<file path="src/rtl/fetch_pkg.sv">
// Shared types for the instruction-fetch slice.
//   fetch_state_e : controller state encoding
//   fetch_entry_t : one prefetch-buffer entry {pc, inst}
//   INST_BYTES    : bytes per instruction word
package fetch_pkg;

    localparam int unsigned INST_BYTES = 4;
    localparam int unsigned PC_W       = 64;
    localparam int unsigned INST_W     = 32;

    typedef enum logic [1:0] {
        FS_IDLE  = 2'd0,
        FS_RUN   = 2'd1,
        FS_FAULT = 2'd2
    } fetch_state_e;

    typedef struct packed {
        logic [PC_W-1:0]   pc;
        logic [INST_W-1:0] inst;
    } fetch_entry_t;

endpackage

</file>
<file path="src/rtl/fetch_fifo.sv">
// Synchronous prefetch FIFO of fetch_entry_t.
//   clk, rst_n : clock, async active-low reset (clears pointers, count and storage)
//   flush      : drop all entries (takes priority over push/pop)
//   push, pop  : write push_data / remove head; both together allowed even when full
//   push_data  : entry to write
//   head       : oldest entry (don't-care when empty)
//   full/empty : occupancy flags decoded from the count register
module fetch_fifo
    import fetch_pkg::*;
#(
    parameter int unsigned DEPTH = 2
) (
    input  logic         clk,
    input  logic         rst_n,
    input  logic         flush,
    input  logic         push,
    input  logic         pop,
    input  fetch_entry_t push_data,
    output fetch_entry_t head,
    output logic         full,
    output logic         empty
);

    localparam int unsigned PTR_W = (DEPTH > 1) ? $clog2(DEPTH) : 1;
    localparam int unsigned CNT_W = $clog2(DEPTH + 1);

    fetch_entry_t     mem [DEPTH];
    logic [PTR_W-1:0] wr_ptr;
    logic [PTR_W-1:0] rd_ptr;
    logic [CNT_W-1:0] count;

    // Storage, pointers and occupancy; DEPTH is a power of two so pointers wrap naturally
    always_ff @(posedge clk or negedge rst_n) begin
        if (!rst_n) begin
            wr_ptr <= '0;
            rd_ptr <= '0;
            count  <= '0;
            for (int i = 0; i < int'(DEPTH); i++) begin
                mem[i] <= '0;
            end
        end else if (flush) begin
            wr_ptr <= '0;
            rd_ptr <= '0;
            count  <= '0;
        end else begin
            if (push) begin
                mem[wr_ptr] <= push_data;
                wr_ptr      <= wr_ptr + PTR_W'(1);
            end
            if (pop) begin
                rd_ptr <= rd_ptr + PTR_W'(1);
            end
            if (push && !pop) begin
                count <= count + CNT_W'(1);
            end else if (pop && !push) begin
                count <= count - CNT_W'(1);
            end
        end
    end

    assign head  = mem[rd_ptr];
    assign full  = (count == CNT_W'(DEPTH));
    assign empty = (count == '0);

endmodule

</file>
<file path="src/rtl/fetch_sequencer.sv">
// Instruction-fetch controller: owns the PC, addresses the combinational
// instruction memory and buffers fetched words for the decode stage.
//   clk, rst_n        : clock, async active-low reset
//   start             : leave IDLE and begin fetching at the current PC
//   redirect_valid/pc : taken branch/jump; flushes the buffer and reloads the PC
//   imem_addr         : memory address (the PC register)
//   imem_rdata        : instruction word returned by memory this cycle
//   out_valid/ready   : decode handshake; out_inst/out_pc carry the head entry
//   fault             : controller is in FAULT
//   busy              : controller is in RUN
module fetch_sequencer
    import fetch_pkg::*;
#(
    parameter logic [63:0] RESET_PC   = 64'h0,
    parameter int unsigned MEM_BYTES  = 88,
    parameter int unsigned FIFO_DEPTH = 2
) (
    input  logic        clk,
    input  logic        rst_n,
    input  logic        start,
    input  logic        redirect_valid,
    input  logic [63:0] redirect_pc,
    output logic [63:0] imem_addr,
    input  logic [31:0] imem_rdata,
    output logic        out_valid,
    input  logic        out_ready,
    output logic [31:0] out_inst,
    output logic [63:0] out_pc,
    output logic        fault,
    output logic        busy
);

    fetch_state_e state_q, state_d;
    logic [63:0]  pc_q, pc_d;
    logic         busy_q, fault_q;

    logic         fifo_full, fifo_empty;
    logic         pc_legal, pop, push;
    logic [64:0]  pc_end;
    fetch_entry_t push_entry, head_entry;

    // 65-bit end address so a PC near 2^64 cannot wrap into the legal range
    assign pc_end   = {1'b0, pc_q} + 65'(INST_BYTES);
    assign pc_legal = (pc_q[1:0] == 2'b00) && (pc_end <= 65'(MEM_BYTES));

    // A pop coinciding with a redirect is discarded along with the flushed entries
    assign pop  = !fifo_empty && out_ready && !redirect_valid;
    assign push = (state_q == FS_RUN) && pc_legal && !redirect_valid && (!fifo_full || pop);

    assign push_entry.pc   = pc_q;
    assign push_entry.inst = imem_rdata;

    fetch_fifo #(
        .DEPTH (FIFO_DEPTH)
    ) u_fifo (
        .clk       (clk),
        .rst_n     (rst_n),
        .flush     (redirect_valid),
        .push      (push),
        .pop       (pop),
        .push_data (push_entry),
        .head      (head_entry),
        .full      (fifo_full),
        .empty     (fifo_empty)
    );

    // Next state and next PC; a redirect overrides everything else
    always_comb begin
        state_d = state_q;
        pc_d    = pc_q;
        unique case (state_q)
            FS_IDLE: begin
                if (start) begin
                    state_d = FS_RUN;
                end
            end
            FS_RUN: begin
                if (!pc_legal) begin
                    state_d = FS_FAULT;
                end else if (push) begin
                    pc_d = pc_q + 64'(INST_BYTES);
                end
            end
            FS_FAULT: begin
                state_d = FS_FAULT;
            end
            default: begin
                state_d = FS_IDLE;
            end
        endcase
        if (redirect_valid) begin
            pc_d = redirect_pc;
            if (state_q != FS_IDLE) begin
                state_d = FS_RUN;
            end
        end
    end

    // State, PC and status flags
    always_ff @(posedge clk or negedge rst_n) begin
        if (!rst_n) begin
            state_q <= FS_IDLE;
            pc_q    <= RESET_PC;
            busy_q  <= 1'b0;
            fault_q <= 1'b0;
        end else begin
            state_q <= state_d;
            pc_q    <= pc_d;
            busy_q  <= (state_d == FS_RUN);
            fault_q <= (state_d == FS_FAULT);
        end
    end

    assign imem_addr = pc_q;
    assign out_valid = !fifo_empty;
    assign out_inst  = head_entry.inst;
    assign out_pc    = head_entry.pc;
    assign fault     = fault_q;
    assign busy      = busy_q;

endmodule

</file>
<file path="config.mk">
export PLATFORM = sky130hd
export DESIGN_NAME = fetch_sequencer
export DESIGN_NICKNAME = d
export VERILOG_FILES = /design/src/rtl/fetch_pkg.sv /design/src/rtl/fetch_fifo.sv /design/src/rtl/fetch_sequencer.sv
export SDC_FILE = /design/constraint.sdc
export NUM_CORES = 1
export LEC_CHECK = 0
export ABC_AREA = 0
export CELL_PAD_IN_SITES_DETAIL_PLACEMENT = 1
export CELL_PAD_IN_SITES_GLOBAL_PLACEMENT = 2
export CORE_ASPECT_RATIO = 0.5
export CORE_UTILIZATION = 34
export DETAILED_ROUTE_END_ITERATION = 8
export PLACE_DENSITY = 0.91
export SYNTH_ARGS = -nofsm -noshare
export SYNTH_HDL_FRONTEND = slang
export SYNTH_SLANG_ARGS = --single-unit
export TNS_END_PERCENT = 10
</file>
<file path="constraint.sdc">
create_clock -name clk -period 5 [get_ports clk]
set_clock_uncertainty 0.1 [all_clocks]
set_input_delay 1 -clock clk [delete_from_list [all_inputs] [get_ports clk]]
set_output_delay 1 -clock clk [all_outputs]
set_load 0.01 [all_outputs]
</file>
; ---- Word level (Yosys, flattened, before mapping)
; Cells that the tools add are included.
[totals]
regBits = 264
inputBits = 101
out_inout_bits = 163
elab_cells = 77
[classes]
addsub = 6
n_lt_le_gt_ge = 4
n_eq_ne = 5
n_mux = 22
bitwise_logic = 3
n_reduce_logical = 26
[ops]
columns = operator, n
row1 = $mux 96, 4
row2 = $mux 64, 4
row3 = $bwmux 192, 1
row4 = $demux 96 s1, 1
row5 = $add 64x3->65 const B, 1
row6 = $le 65x7->1 const B, 1
row7 = $add 64x3->64 const B, 1
row8 = $mux 2, 7
row9 = $reduce_bool 2->1, 5
row10 = $logic_and 1x1->1, 9
row11 = $eq 2x2->1 const B, 3
row12 = $logic_not 2->1, 3
row13 = $pmux 2 s3, 1
row14 = $logic_not 1->1, 5
row15 = $eq 2x1->1 const B, 2
row16 = $ge 2x2->1 const B, 2
row17 = $mux 1, 4
row18 = $not 1->2, 2
row19 = $reduce_and 3->1, 1
row20 = $reduce_bool 3->1, 1
row21 = $add 1x1->1 const B, 2
row22 = $add 2x1->2 const B, 1
row23 = $lt 2x1->1 const B, 1
row24 = $reduce_and 2->1, 1
row25 = 3 further kinds, 3

; ---- Depth between registers and ports, before layout
; Gate-level depths: netlist of run 1.
[logic_depth]
ltp_word = 11
mapped_depth = 13
depth_no_buf = 10

; ---- Hierarchy
; From an unflattened synthesis of run 1, not the netlist that was laid out.
[hier_totals]
hier_cells = 970
hier_area_um2 = 12842.3
[modules_own_cells]
columns = module, n_inst, cells_each, area_each_um2, seq_area_each_um2
row1 = fetch_fifo, 1, 532, 8473.1, 4904.7
row2 = fetch_sequencer, 1, 438, 4369.2, 1701.6

; ---- Worst setup path before layout of run 1
; No wires, ideal clock.
[synth_timing]
kind = reg-to-reg
start = register pc_q[2], in the netlist imem_addr[2]
end = register pc_q[6], in the netlist imem_addr[6]
setup_ps = 82
arrival_time_ps = 4105
required_ps = 4818
slack_ps = 713
path_stages_with_launch = 13
n_path_buf = 2
period_less_slack_ps = 4287
path_cell_list = dfrtp_1 -> ha_1 -> nand4_2 -> or4_1 -> clkbuf_2 -> nor4_4 -> nand4_1 -> a21o_1 -> or4_4 -> or4_1 -> buf_2 -> or4_1 -> a31oi_1
[synth_between]
elab_chain_len = 8
word_cells_on_any_way = 14
classes_between = 2 x add/sub / 1 x order compare / 4 x mux / 7 x reduce/logical
[synth_lines]
columns = element, line
row1 = from (decl), fetch_sequencer.sv:34  ; logic [63:0] pc_q, pc_d;
row2 = from (signal assigned), fetch_sequencer.sv:108  ; pc_q <= pc_d;
row3 = $add 64x3->65, fetch_sequencer.sv:43  ; assign pc_end = {1'b0, pc_q} + 65'(INST_BYTES);
row4 = $le 65x7->1, fetch_sequencer.sv:44  ; assign pc_legal = (pc_q[1:0] == 2'b00) && (pc_end <= 65'(MEM_BYTES));
row5 = $logic_and 1x1->1, fetch_sequencer.sv:44
row6 = $logic_and 1x1->1 (3 in a row), fetch_sequencer.sv:48  ; assign push = (state_q == FS_RUN) && pc_legal && !redirect_valid && (!fifo_full || pop);
row7 = $reduce_bool 2->1 (no source line), --
row8 = $reduce_and 3->1 (no source line), --
; Several ways; a longest one is shown, not always the timed one. The select of a mux whose other input is x is not followed.
; A chain may end at the register's enable or synchronous reset.

; ---- Worst setup path in the final report of run 1
[layout_timing]
start = register pc_q[3], in the netlist imem_addr[3]
end = register pc_q[6], in the netlist imem_addr[6]
; The elaborated chain is that of the path after synthesis.

==> results of run 1 <==
==> placed cells by master (no fill, tap or decap), types with 3 or more instances in the layout <==
cell,instances
dfrtp_1,263
clkdlybuf4s50_1,261
mux2_2,224
and2_1,121
nand2_1,46
nor2_1,34
nand4_1,33
clkbuf_16,27
nand3_1,25
o21ai_0,24
nor3_1,18
nor4_1,15
xor2_1,13
inv_1,12
a21oi_1,11
buf_4,11
xnor2_1,8
clkinv_2,8
or4_1,7
a211oi_1,7
and3_1,7
o31ai_1,7
or2_2,6
and4_1,6
or3_1,6
a31oi_1,6
nor2b_1,5
clkbuf_1,5
nor3b_1,4
clkinvlp_4,4
buf_12,4
clkinv_4,3
==> final cells by class <==
cell class              instances  area, sq um  share of cell area
multi-input cells             685         5390               0.331
well taps                     475          594              0.0365
inverters                      12         45.0             0.00277
diodes                          2         5.00            0.000308
clock buffers                  33          708              0.0435
repair buffers                277         2790               0.171
flip-flops and latches        264         6610               0.406
clock inverters                17          125             0.00769
==> metal layers <==
metal | track usage | share of wire | up-vias
li1 | - | - | 4145
met1 | 0.232 | 0.41 | 4707
met2 | 0.354 | 0.53 | 159
met3 | 0.0329 | 0.035 | 55
met4 | 0.0584 | 0.029 | 0
met5 | 0 | 0 | -
==> logic make-up after synthesis <==
family	share of synthesized area
and+or+nand+nor	0.165
DFF	0.540
muxes	0.209
AOI/OAI and AO/OA	0.0484
buffers and inverters	0.0207
xor gates and xnor gates	0.0150
adders and majority gates	0.00205
==> synthesized netlist by cell type, drive strengths merged, types with 4 or more instances <==
master | count | area [sq um]
xnor2 | 8 | 70.1
o21ai | 24 | 120
nor3b | 4 | 30.0
nand2 | 46 | 173
and3 | 7 | 43.8
nor4 | 18 | 143
o31ai | 7 | 52.6
nand3 | 25 | 125
clkbuf | 39 | 148
and4 | 6 | 52.6
nor2 | 34 | 128
a21oi | 11 | 55.1
and2 | 121 | 757
a31oi | 6 | 37.5
or3 | 6 | 37.5
a211oi | 7 | 52.6
mux2 | 225 | 2530
nand4 | 35 | 231
nor3 | 19 | 100
buf | 12 | 60.1
nor2b | 5 | 31.3
dfrtp | 264 | 6610
or4 | 8 | 63.8
xor2 | 13 | 114
inv | 12 | 45.0
or2 | 6 | 37.5
==> power breakdown <==
part	switching [mW]	internal, mW	leakage, nW	total [mW]
Clock	0.918	1.03	0.404	1.95
Combinational	0.257	0.283	3.25	0.539
Sequential	0.119	2.20	3.54	2.32
==> through the flow <==
| stage | utilization | std cells | area [sq um] | hold slack [ns] |
|---|---|---|---|---|
| 3_3_place_gp | 0.441 | 1713 | 15400 | 0.363 |
| 5_1_grt | 0.465 | 1765 | 16300 | 0.394 |
| 2_1_floorplan | - | 1012 | 12200 | 0.347 |
| 3_5_place_dp | 0.441 | 1713 | 15400 | 0.365 |
| 4_1_cts | 0.465 | 1763 | 16300 | 0.385 |
| 6_report | 0.465 | 1765 | 16300 | 0.357 |
==> flip-flops by register name, indices dropped and copies added (netlist names) <==
name	cells
u_fifo.count	2
imem_addr	64
busy	1
u_fifo.mem	192
u_fifo.wr_ptr	1
fault	1
u_fifo.rd_ptr	1
state_q	2
==> timing repair <==
action / in CTS / in global routing
hold buffers: 0 / 0
setup endpoints to repair: 0 / 26
resized for setup: 0 / 2
==> worst max-delay path by stage <==
stage	to	slack, ns	depth (start not counted)
final	imem_addr[6]$_DFFE_PN0P_	0.35	10
after global routing	u_fifo.mem[38]$_DFFE_PN0P_	0.12	11
after CTS	u_fifo.mem[38]$_DFFE_PN0P_	0.31	12
after detailed placement	u_fifo.mem[38]$_DFFE_PN0P_	0.34	12
after global placement	u_fifo.mem[38]$_DFFE_PN0P_	0.51	12
after floorplan	imem_addr[6]$_DFFE_PN0P_	0.71	12
==> reports/results.tsv, run 1 <==
stage	metric	value	unit
status	status	finished clean	
sta	Final Cycle Share	0.929	
drt	1st-pass router iterations	4	
clock_tree	Worst-Skew Late Latency	0.57	ns
critical_path	Max FO, Critical Path	9	
critical_path	crit path from	imem_addr[3]$_DFFE_PN0P_	
critical_path	CP max stage delay	0.69	ns
drt	1st-iter DRT viols	568	
drt	Final ANT Viol Nets	0	
synthesis	number of enable flip-flop cells after synthesis	0	
die	Die W	270	microns
power	Pwr Total	4.80	mW
global_route	first-pass GRT wire length	56700	microns
critical_path	worst r2r path cells	10	
sta	Pins Over Slew Limit	0	
final_layout	share of layout cells above drive strength 1	0.234	
synthesis	Yosys warning count	0	
synthesis	Seq cells post-synth	264	
critical_path	Crit. End Element	flip-flop	
critical_path	critical path cell sequence	ha_1, nand4_2, or4_1, nor4_4, nand4_1, a21o_1, or4_4, or4_1, or4_1, a31oi_1	
die	Initial Utilization	0.350	
critical_path	reg2reg setup slack	0.35	ns
placement	DP HPWL	24600	microns
die	Placement Rows	48	
critical_path	origin of the critical flop-to-flop path	imem_addr[3]$_DFFE_PN0P_	
global_route	largest net degree at the start of global routing	121	
synthesis	Top FF cell, synth	dfrtp_1	
global_route	Tot GR Track Use	0.193	
power	leakage	7.20	nW
critical_path	Top cell by count, worst path	or4_1	
clock_tree	TritonCTS clock tree	yes	
critical_path	Worst Path Required	5.38	ns
sta	Final TNS setup	0	ns
critical_path	CP delay by family, top	simple AND/OR/NAND/NOR gates	
placement	DP Worst Slack	0.340	ns
run	max cap viols	0	
clock_tree	clock slew at reported path FFs	0.07	ns
drt	routed len/inst	20.1	microns
global_route	GRT Residual Overflow	0	
clock_tree	TritonCTS Buffers	27	
die	core area	0.0350	sq mm
clock_tree	# H-tree levels	1	
critical_path	crit path DAT	5.02	ns
critical_path	R2R Path End	imem_addr[6]$_DFFE_PN0P_	
final_layout	Fillers	3677	
die	Die ar.	0.0368	sq mm
synthesis	Seq/Total Area, Yosys	0.540	
drt	Total Wirelength	35600	microns
global_route	antenna violations before repair	2	
clock_tree	root buf cell	clkbuf_16	
clock_tree	postcts setup bufs	0	
sta	Rel. slew slack	0.335	
critical_path	WP buf/inv	0	
critical_path	WS Path Type	reg2reg	
die	I/O pins	264	
worst_hold_path	Worst Hold Class	in2async	
sta	worst setup margin	0.354	ns
sta	Period minus WS final	4.65	ns
sta	Max Freq	215	MHz
drt	vias	9066	
critical_path	Startpoint Class	flip-flop	
sta	Worst-Margin Slew	0.998	ns
power	maximum VDD drop	179	uV
clock_tree	Max clock buf depth	3	
drt	DR DRC count	0	
placement	gpl congestion	0.858	
synthesis	Cell Area, Synth	0.0122	sq mm
sta	Hold Vio Cnt, Final	0	
global_route	vias in the first global route	9924	
final_layout	area growth from synthesis to layout	33.0	%
sta	Setup Viol. Count Final	0	
synthesis	Netlist cell types	63	
drt	vias per cell	5.14	
synthesis	asr flop ratio synth	1.00	
critical_path	slowest CP cell	or4_1	
final_layout	final net count	1370	
synthesis	Synth Area per Inst	12.1	sq um
power	power per cell area	295	mW/mm^2
clock_tree	CTS Sinks	264	
synthesis	Post-Syn Instances	1012	
sta	RSZ-0062 raised after global routing	false	
synthesis	Post-Syn Nets	1115	
die	Die Y	136	microns
placement	Port Buf Inserts	263	
Power figures use the tool's default switching activity.
==> run 2, diff against run 1 <==
--- a/config.mk
+++ b/config.mk
@@ -12,6 +12,7 @@
 export CORE_UTILIZATION = 34
 export DETAILED_ROUTE_END_ITERATION = 8
 export PLACE_DENSITY = 0.91
+export SETUP_SLACK_MARGIN = 0.5
 export SYNTH_ARGS = -nofsm -noshare
 export SYNTH_HDL_FRONTEND = slang
 export SYNTH_SLANG_ARGS = --single-unit
==> constraint.sdc (replaced) <==
create_clock -name clk -period 5 [get_ports clk]
set_clock_uncertainty 0.1 [all_clocks]
set_input_delay 0.5 -clock clk [delete_from_list [all_inputs] [get_ports clk]]
set_output_delay 0.5 -clock clk [all_outputs]
set_load 0.01 [all_outputs]
==> run 2 against run 1 <==
Against the previous run:
- maximum frequency grew 7.0%
- sequential share of layout area shrank 0.31 points
- design area grew 0.78%
- critical path type unchanged
- highest routed layer unchanged
==> reports/results.tsv, run 2 (synthesis results as in run 1) <==
stage	metric	value	unit	change
drt	Total Wirelength	36200	microns	was 35600 microns
global_route	first-pass GRT wire length	57600	microns	was 56700 microns
critical_path	WS Path Type	reg2reg		unchanged
critical_path	Crit. End Element	flip-flop		unchanged
sta	Period minus WS final	4.34	ns	was 4.65 ns
global_route	Tot GR Track Use	0.196		was 0.193
sta	Final Cycle Share	0.868		was 0.929
global_route	antenna violations before repair	0		was 2
die	Die Y	136	microns	unchanged
placement	DP HPWL	24900	microns	was 24600 microns
sta	Max Freq	230	MHz	was 215 MHz
sta	Pins Over Slew Limit	0		unchanged
status	status	finished clean		unchanged
power	leakage	7.26	nW	was 7.20 nW
sta	Setup Viol. Count Final	0		unchanged
drt	Final ANT Viol Nets	0		unchanged
die	Die ar.	0.0368	sq mm	unchanged
final_layout	share of layout cells above drive strength 1	0.243		was 0.234
clock_tree	TritonCTS clock tree	yes		unchanged
final_layout	max FFs per register	192		unchanged
sta	Worst-Margin Slew	1.02	ns	was 0.998 ns
placement	Port Buf Inserts	263		unchanged
final_layout	final core occ	0.469		was 0.465
sta	worst hold slack	0.383	ns	was 0.357 ns
clock_tree	# H-tree levels	1		unchanged
final_layout	Register Area	0.00661	sq mm	about the same
final_layout	final cell count without fillers	1767		was 1765
critical_path	Max FO, Critical Path	96		was 9
clock_tree	clock slew at reported path FFs	0.07	ns	about the same
final_layout	Most flops, register	u_fifo.mem		unchanged
drt	vias	9080		was 9066
power	maximum VDD drop	230	uV	was 179 uV
sta	RSZ-0062 raised after global routing	true		was false
drt	DR DRC count	0		unchanged
power	Pwr Total	4.88	mW	was 4.80 mW
run	max cap viols	0		unchanged
global_route	largest net degree at the start of global routing	116		was 121
placement	Placed Cells	1714		was 1713
global_route	GRT Residual Overflow	0		unchanged
drt	vias per cell	5.14		about the same
sta	Rel. slew slack	0.318		was 0.335
final_layout	most common cell after layout, fill and taps aside	dfrtp_1		unchanged
final_layout	ANT cells	0		was 2
final_layout	Multi-input gate area	0.00544	sq mm	was 0.00539 sq mm
critical_path	Worst Path Required	5.34	ns	was 5.38 ns
worst_hold_path	Worst Hold Class	reg2reg		was in2async
clock_tree	TritonCTS Buffers	26		was 27
die	Initial Utilization	0.350		unchanged
clock_tree	CTS Sinks	264		unchanged
critical_path	crit path DAT	4.68	ns	was 5.02 ns
final_layout	commonest cells after routing, fill and taps aside	262 x dfrtp_1, 261 x clkdlybuf4s50_1, 224 x mux2_2, 121 x and2_1, 46 x nand2_1		was 263 x dfrtp_1, 261 x clkdlybuf4s50_1, 224 x mux2_2, 121 x and2_1, 46 x nand2_1
placement	gpl congestion	0.868		was 0.858
die	Die W	270	microns	unchanged
final_layout	Fillers	3659		was 3677
sta	Hold Vio Cnt, Final	0		unchanged
final_layout	area growth from synthesis to layout	34.1	%	was 33.0%
clock_tree	Max clock buf depth	3		unchanged
clock_tree	root buf cell	clkbuf_16		unchanged
final_layout	final net count	1376		was 1370
drt	1st-pass router iterations	4		unchanged
die	core area	0.0350	sq mm	unchanged
power	power per cell area	298	mW/mm^2	was 295 mW/mm^2
sta	Final TNS setup	0	ns	unchanged
die	Placement Rows	48		unchanged
drt	routed len/inst	20.5	microns	was 20.1 microns
die	I/O pins	264		unchanged
drt	1st-iter DRT viols	579		was 568
critical_path	Startpoint Class	flip-flop		unchanged
global_route	vias in the first global route	10038		was 9924
clock_tree	Worst-Skew Late Latency	0.55	ns	was 0.57 ns
==> run 2: changes by cell type in the layout (fill, tap and decap cells not counted), sizes merged, moves of 2 or more <==
cell | previous run | this run
diode | 2 | 0
clkbuf | 33 | 37
clkinv | 11 | 5
buf | 16 | 22
==> run 2: timing repair <==
item,in CTS,in global routing
gates resized for setup,3,8
hold endpoints to repair,89,0
setup endpoints to repair,172,204
pin swaps,2,3
hold buffers,1,0
setup buffers,2,3
==> run 2: final cells by class <==
type,instances,area share
sequential,264,0.403
multi-input combinational,685,0.332
timing repair buffer,284,0.173
clock buffer,37,0.0471
tap,475,0.0362
clock inverter,10,0.00618
inverter,12,0.00275
==> run 2: report_power, final <==
group,total [mW],switching [mW],internal [mW]
combinational,0.542,0.258,0.284
clock,2.02,0.888,1.13
sequential,2.32,0.117,2.20
total,4.88,1.26,3.62
==> run 2: worst max-delay path, stage by stage (launching register included) <==
cell	delay, ns
dfrtp_2	0.45
ha_4	0.20
nand4_2	0.10
buf_4	0.19
or4_1	0.55
or3_1	0.49
or3_1	0.41
a22oi_1	0.19
nand4_1	0.23
nor4_4	0.37
buf_4	0.19
nand4_4	0.10
buf_12	0.26
mux2_2	0.34
==> run 2: through the flow <==
stage          setup slack [ns]  cell area, sq um
5_1_grt                   0.477             16400
3_3_place_gp              0.519             15400
2_1_floorplan             0.713             12200
3_5_place_dp              0.296             15400
4_1_cts                   0.512             16300
6_report                  0.659             16400
==> run 2: path summary, 6_finish.rpt <==
path                            cells past startpoint                        from                     endpoint  slack, ns
worst min register to register                      1  u_fifo.mem[64]$_DFFE_PN0P_   u_fifo.mem[64]$_DFFE_PN0P_       0.38
min in group asynchronous                           2                       rst_n    imem_addr[29]$_DFFE_PN0P_       0.44
worst max register to register                     13    imem_addr[3]$_DFFE_PN0P_  u_fifo.mem[103]$_DFFE_PN0P_       0.66
worst max-delay path                               13    imem_addr[3]$_DFFE_PN0P_  u_fifo.mem[103]$_DFFE_PN0P_       0.66
max in group asynchronous                           3                       rst_n    u_fifo.rd_ptr$_DFFE_PN0P_       3.01
worst min-delay path                                1  u_fifo.mem[64]$_DFFE_PN0P_   u_fifo.mem[64]$_DFFE_PN0P_       0.38
==> run 2: routing by layer <==
layer	track usage	wire length (microns)	vias to the layer above
met4	0.0678	1290	0
met1	0.234	14700	4742
met3	0.0297	1060	63
met5	0	0	-
li1	-	-	4144
met2	0.361	19100	131
==> run 3, diff against run 2 <==
--- a/config.mk
+++ b/config.mk
@@ -9,6 +9,7 @@
 export CELL_PAD_IN_SITES_DETAIL_PLACEMENT = 1
 export CELL_PAD_IN_SITES_GLOBAL_PLACEMENT = 2
 export CORE_ASPECT_RATIO = 0.5
+export CORE_MARGIN = 4
 export CORE_UTILIZATION = 34
 export DETAILED_ROUTE_END_ITERATION = 8
 export PLACE_DENSITY = 0.91
==> run 3 against run 2 <==
Against the previous run:
- via count up 0.73%
- clock power barely moved
- cell count increased by 0.74%
- non-clock buffer count rose by 12
- combinational power about the same
- global-route usage fell by 1.2 points
- sequential share of layout area decreased by 0.47 points
- sequential cell count did not move
- largest cell class unchanged
- critical path type unchanged
- worst hold slack worse by 0.35 ns
- wire length up 4.7%
==> reports/results.tsv, run 3 (synthesis results as in run 1) <==
stage	metric	value	unit	change
status	status	finished clean		unchanged
power	NetSw	1.23	mW	was 1.26 mW
final_layout	max FFs per register	192		unchanged
final_layout	final net count	1389		was 1376
final_layout	Most flops, register	u_fifo.mem		unchanged
sta	worst hold slack	0.0372	ns	was 0.383 ns
drt	DR DRC count	0		unchanged
sta	Rel. slew slack	0.256		was 0.318
drt	1st-iter DRT viols	482		was 579
run	max cap viols	0		unchanged
power	maximum VDD drop	239	uV	was 230 uV
sta	Final Cycle Share	0.857		was 0.868
die	Die Y	142	microns	was 136 microns
global_route	first-pass GRT wire length	58800	microns	was 57600 microns
power	power share of the clock group	0.414		about the same
drt	1st-pass router iterations	4		unchanged
sta	Max Freq	233	MHz	was 230 MHz
drt	routed len/inst	21.3	microns	was 20.5 microns
sta	worst setup margin	0.715	ns	was 0.659 ns
placement	Area after DPL	0.0154	sq mm	about the same
critical_path	Max FO, Critical Path	12		was 96
final_layout	area growth from synthesis to layout	35.7	%	was 34.1%
die	Placement Rows	48		unchanged
drt	metal3 WL	1100	microns	was 1060 microns
critical_path	crit path DAT	4.62	ns	was 4.68 ns
global_route	GRT Residual Overflow	0		unchanged
clock_tree	TritonCTS Buffers	27		was 26
critical_path	Crit. End Element	flip-flop		unchanged
power	Pint	3.65	mW	was 3.62 mW
final_layout	final core occ	0.475		was 0.469
clock_tree	TritonCTS clock tree	yes		unchanged
critical_path	WS Path Type	reg2reg		unchanged
die	core area	0.0350	sq mm	unchanged
sta	RSZ-0062 raised after global routing	false		was true
worst_hold_path	Worst Hold Class	in2reg		was reg2reg
power	switch share	0.252		was 0.259
power	leakage	7.39	nW	was 7.26 nW
clock_tree	root buf cell	clkbuf_16		unchanged
placement	Port Buf Inserts	263		unchanged
drt	met2 routed WL	20500	microns	was 19100 microns
drt	vias	9146		was 9080
clock_tree	clock slew at reported path FFs	0.07	ns	about the same
global_route	antenna violations before repair	2		was 0
die	Initial Utilization	0.350		unchanged
sta	Final TNS setup	0	ns	unchanged
final_layout	commonest cells after routing, fill and taps aside	262 x dfrtp_1, 261 x clkdlybuf4s50_1, 224 x mux2_2, 121 x and2_1, 46 x nand2_1		unchanged
final_layout	share of layout cells above drive strength 1	0.245		was 0.243
clock_tree	# H-tree levels	1		unchanged
global_route	vias in the first global route	10210		was 10038
placement	DP Worst Slack	0.336	ns	was 0.296 ns
placement	DP HPWL	25700	microns	was 24900 microns
drt	vias per cell	5.14		about the same
sta	Hold Vio Cnt, Final	0		unchanged
die	Die ar.	0.0393	sq mm	was 0.0368 sq mm
global_route	largest net degree at the start of global routing	130		was 116
power	sequential cell fraction of total power	0.475		about the same
sta	Pins Over Slew Limit	0		unchanged
drt	Total Wirelength	37900	microns	was 36200 microns
global_route	Tot GR Track Use	0.183		was 0.196
critical_path	Worst Path Required	5.34	ns	about the same
power	combinational share of power	0.111		about the same
power	power per cell area	294	mW/mm^2	was 298 mW/mm^2
sta	Period minus WS final	4.29	ns	was 4.34 ns
clock_tree	Max clock buf depth	3		unchanged
sta	Setup Viol. Count Final	0		unchanged
die	I/O pins	264		unchanged
clock_tree	Worst-Skew Late Latency	0.56	ns	was 0.55 ns
drt	wl on met1	15300	microns	was 14700 microns
clock_tree	CTS Sinks	264		unchanged
die	Die W	276	microns	was 270 microns
final_layout	fin area	0.0166	sq mm	was 0.0164 sq mm
critical_path	Startpoint Class	flip-flop		unchanged
drt	Final ANT Viol Nets	0		unchanged
sta	Worst-Margin Slew	1.12	ns	was 1.02 ns
drt	highest metal used	met4		unchanged
final_layout	most common cell after layout, fill and taps aside	dfrtp_1		unchanged
placement	gpl congestion	0.807		was 0.868
run 3: cell count changes in the layout (fill, tap and decap cells not counted), sizes merged:
cell      change
buf           +7
bufbuf        +2
bufinv        +1
clkbuf        +4
clkinv        -1
clkinvlp      -3
diode         +2
inv           +1
run 3: power groups by stage:
stage / registers, mW / logic, mW / clock network [mW]
after CTS: 2.32 / 0.549 / 2.09
after floorplan: 2.34 / 0.203 / 0
after detailed placement: 2.36 / 0.544 / 0
final: 2.32 / 0.544 / 2.02
after global routing: 2.33 / 0.596 / 2.19
after global placement: 2.35 / 0.530 / 0
run 3: timing repair:
action	4_1_cts	5_1_grt
cloned	2	5
setup buffers	1	5
resized for setup	3	6
hold endpoints to repair	22	0
setup endpoints to repair	149	199
pin swaps	1	3
hold buffers	1	0
run 3: layout make-up:
| type | count | area, sq um |
|---|---|---|
| Antenna cell | 2 | 5.00 |
| Clock buffer | 38 | 757 |
| Clock inverter | 8 | 116 |
| Fill cell | 3672 | 18400 |
| Inverter | 12 | 45.0 |
| Multi-Input combinational cell | 685 | 5420 |
| Sequential cell | 264 | 6610 |
| Tap cell | 475 | 594 |
| Timing Repair Buffer | 296 | 3040 |
run 3: through the flow:
| stage | instances | total power [mW] |
|---|---|---|
| after floorplan | 1012 | 2.55 |
| after global placement | 1718 | 2.88 |
| after detailed placement | 1718 | 2.90 |
| after CTS | 1768 | 4.96 |
| after global routing | 1780 | 5.12 |
| final | 1780 | 4.88 |
run 3: routing by layer:
layer  global-route usage  vias up
met1                0.219     4788
met2                0.347      139
li1                     -     4160
met5                    0        -
met3               0.0287       59
met4               0.0501        0
run 3: worst max-delay path: stages, from the launching register on:
cell and delay, ns:
dfrtp_2 0.41, ha_4 0.19, nand4_2 0.11, buf_4 0.20, or4_1 0.54, or3_1 0.48
or3_1 0.40, a22oi_1 0.19, nand4_1 0.22, nor4_4 0.33, buf_4 0.23, nand4_4 0.11
buf_12 0.19, clkbuf_16 0.19, mux2_2 0.28
run 3: worst paths after layout:
| check | cells past startpoint | slack (ns) | startpoint | end |
|---|---|---|---|---|
| max in group asynchronous | 3 | 2.99 | rst_n | u_fifo.mem[174]$_DFFE_PN0P_ |
| max | 14 | 0.71 | imem_addr[3]$_DFFE_PN0P_ | u_fifo.mem[130]$_DFFE_PN0P_ |
| max reg2reg | 14 | 0.71 | imem_addr[3]$_DFFE_PN0P_ | u_fifo.mem[130]$_DFFE_PN0P_ |
| min in group asynchronous | 2 | 0.55 | rst_n | imem_addr[45]$_DFFE_PN0P_ |
| min | 2 | 0.04 | redirect_valid | u_fifo.wr_ptr$_DFFE_PN0P_ |
| min reg2reg | 1 | 0.38 | u_fifo.mem[67]$_DFFE_PN0P_ | u_fifo.mem[67]$_DFFE_PN0P_ |
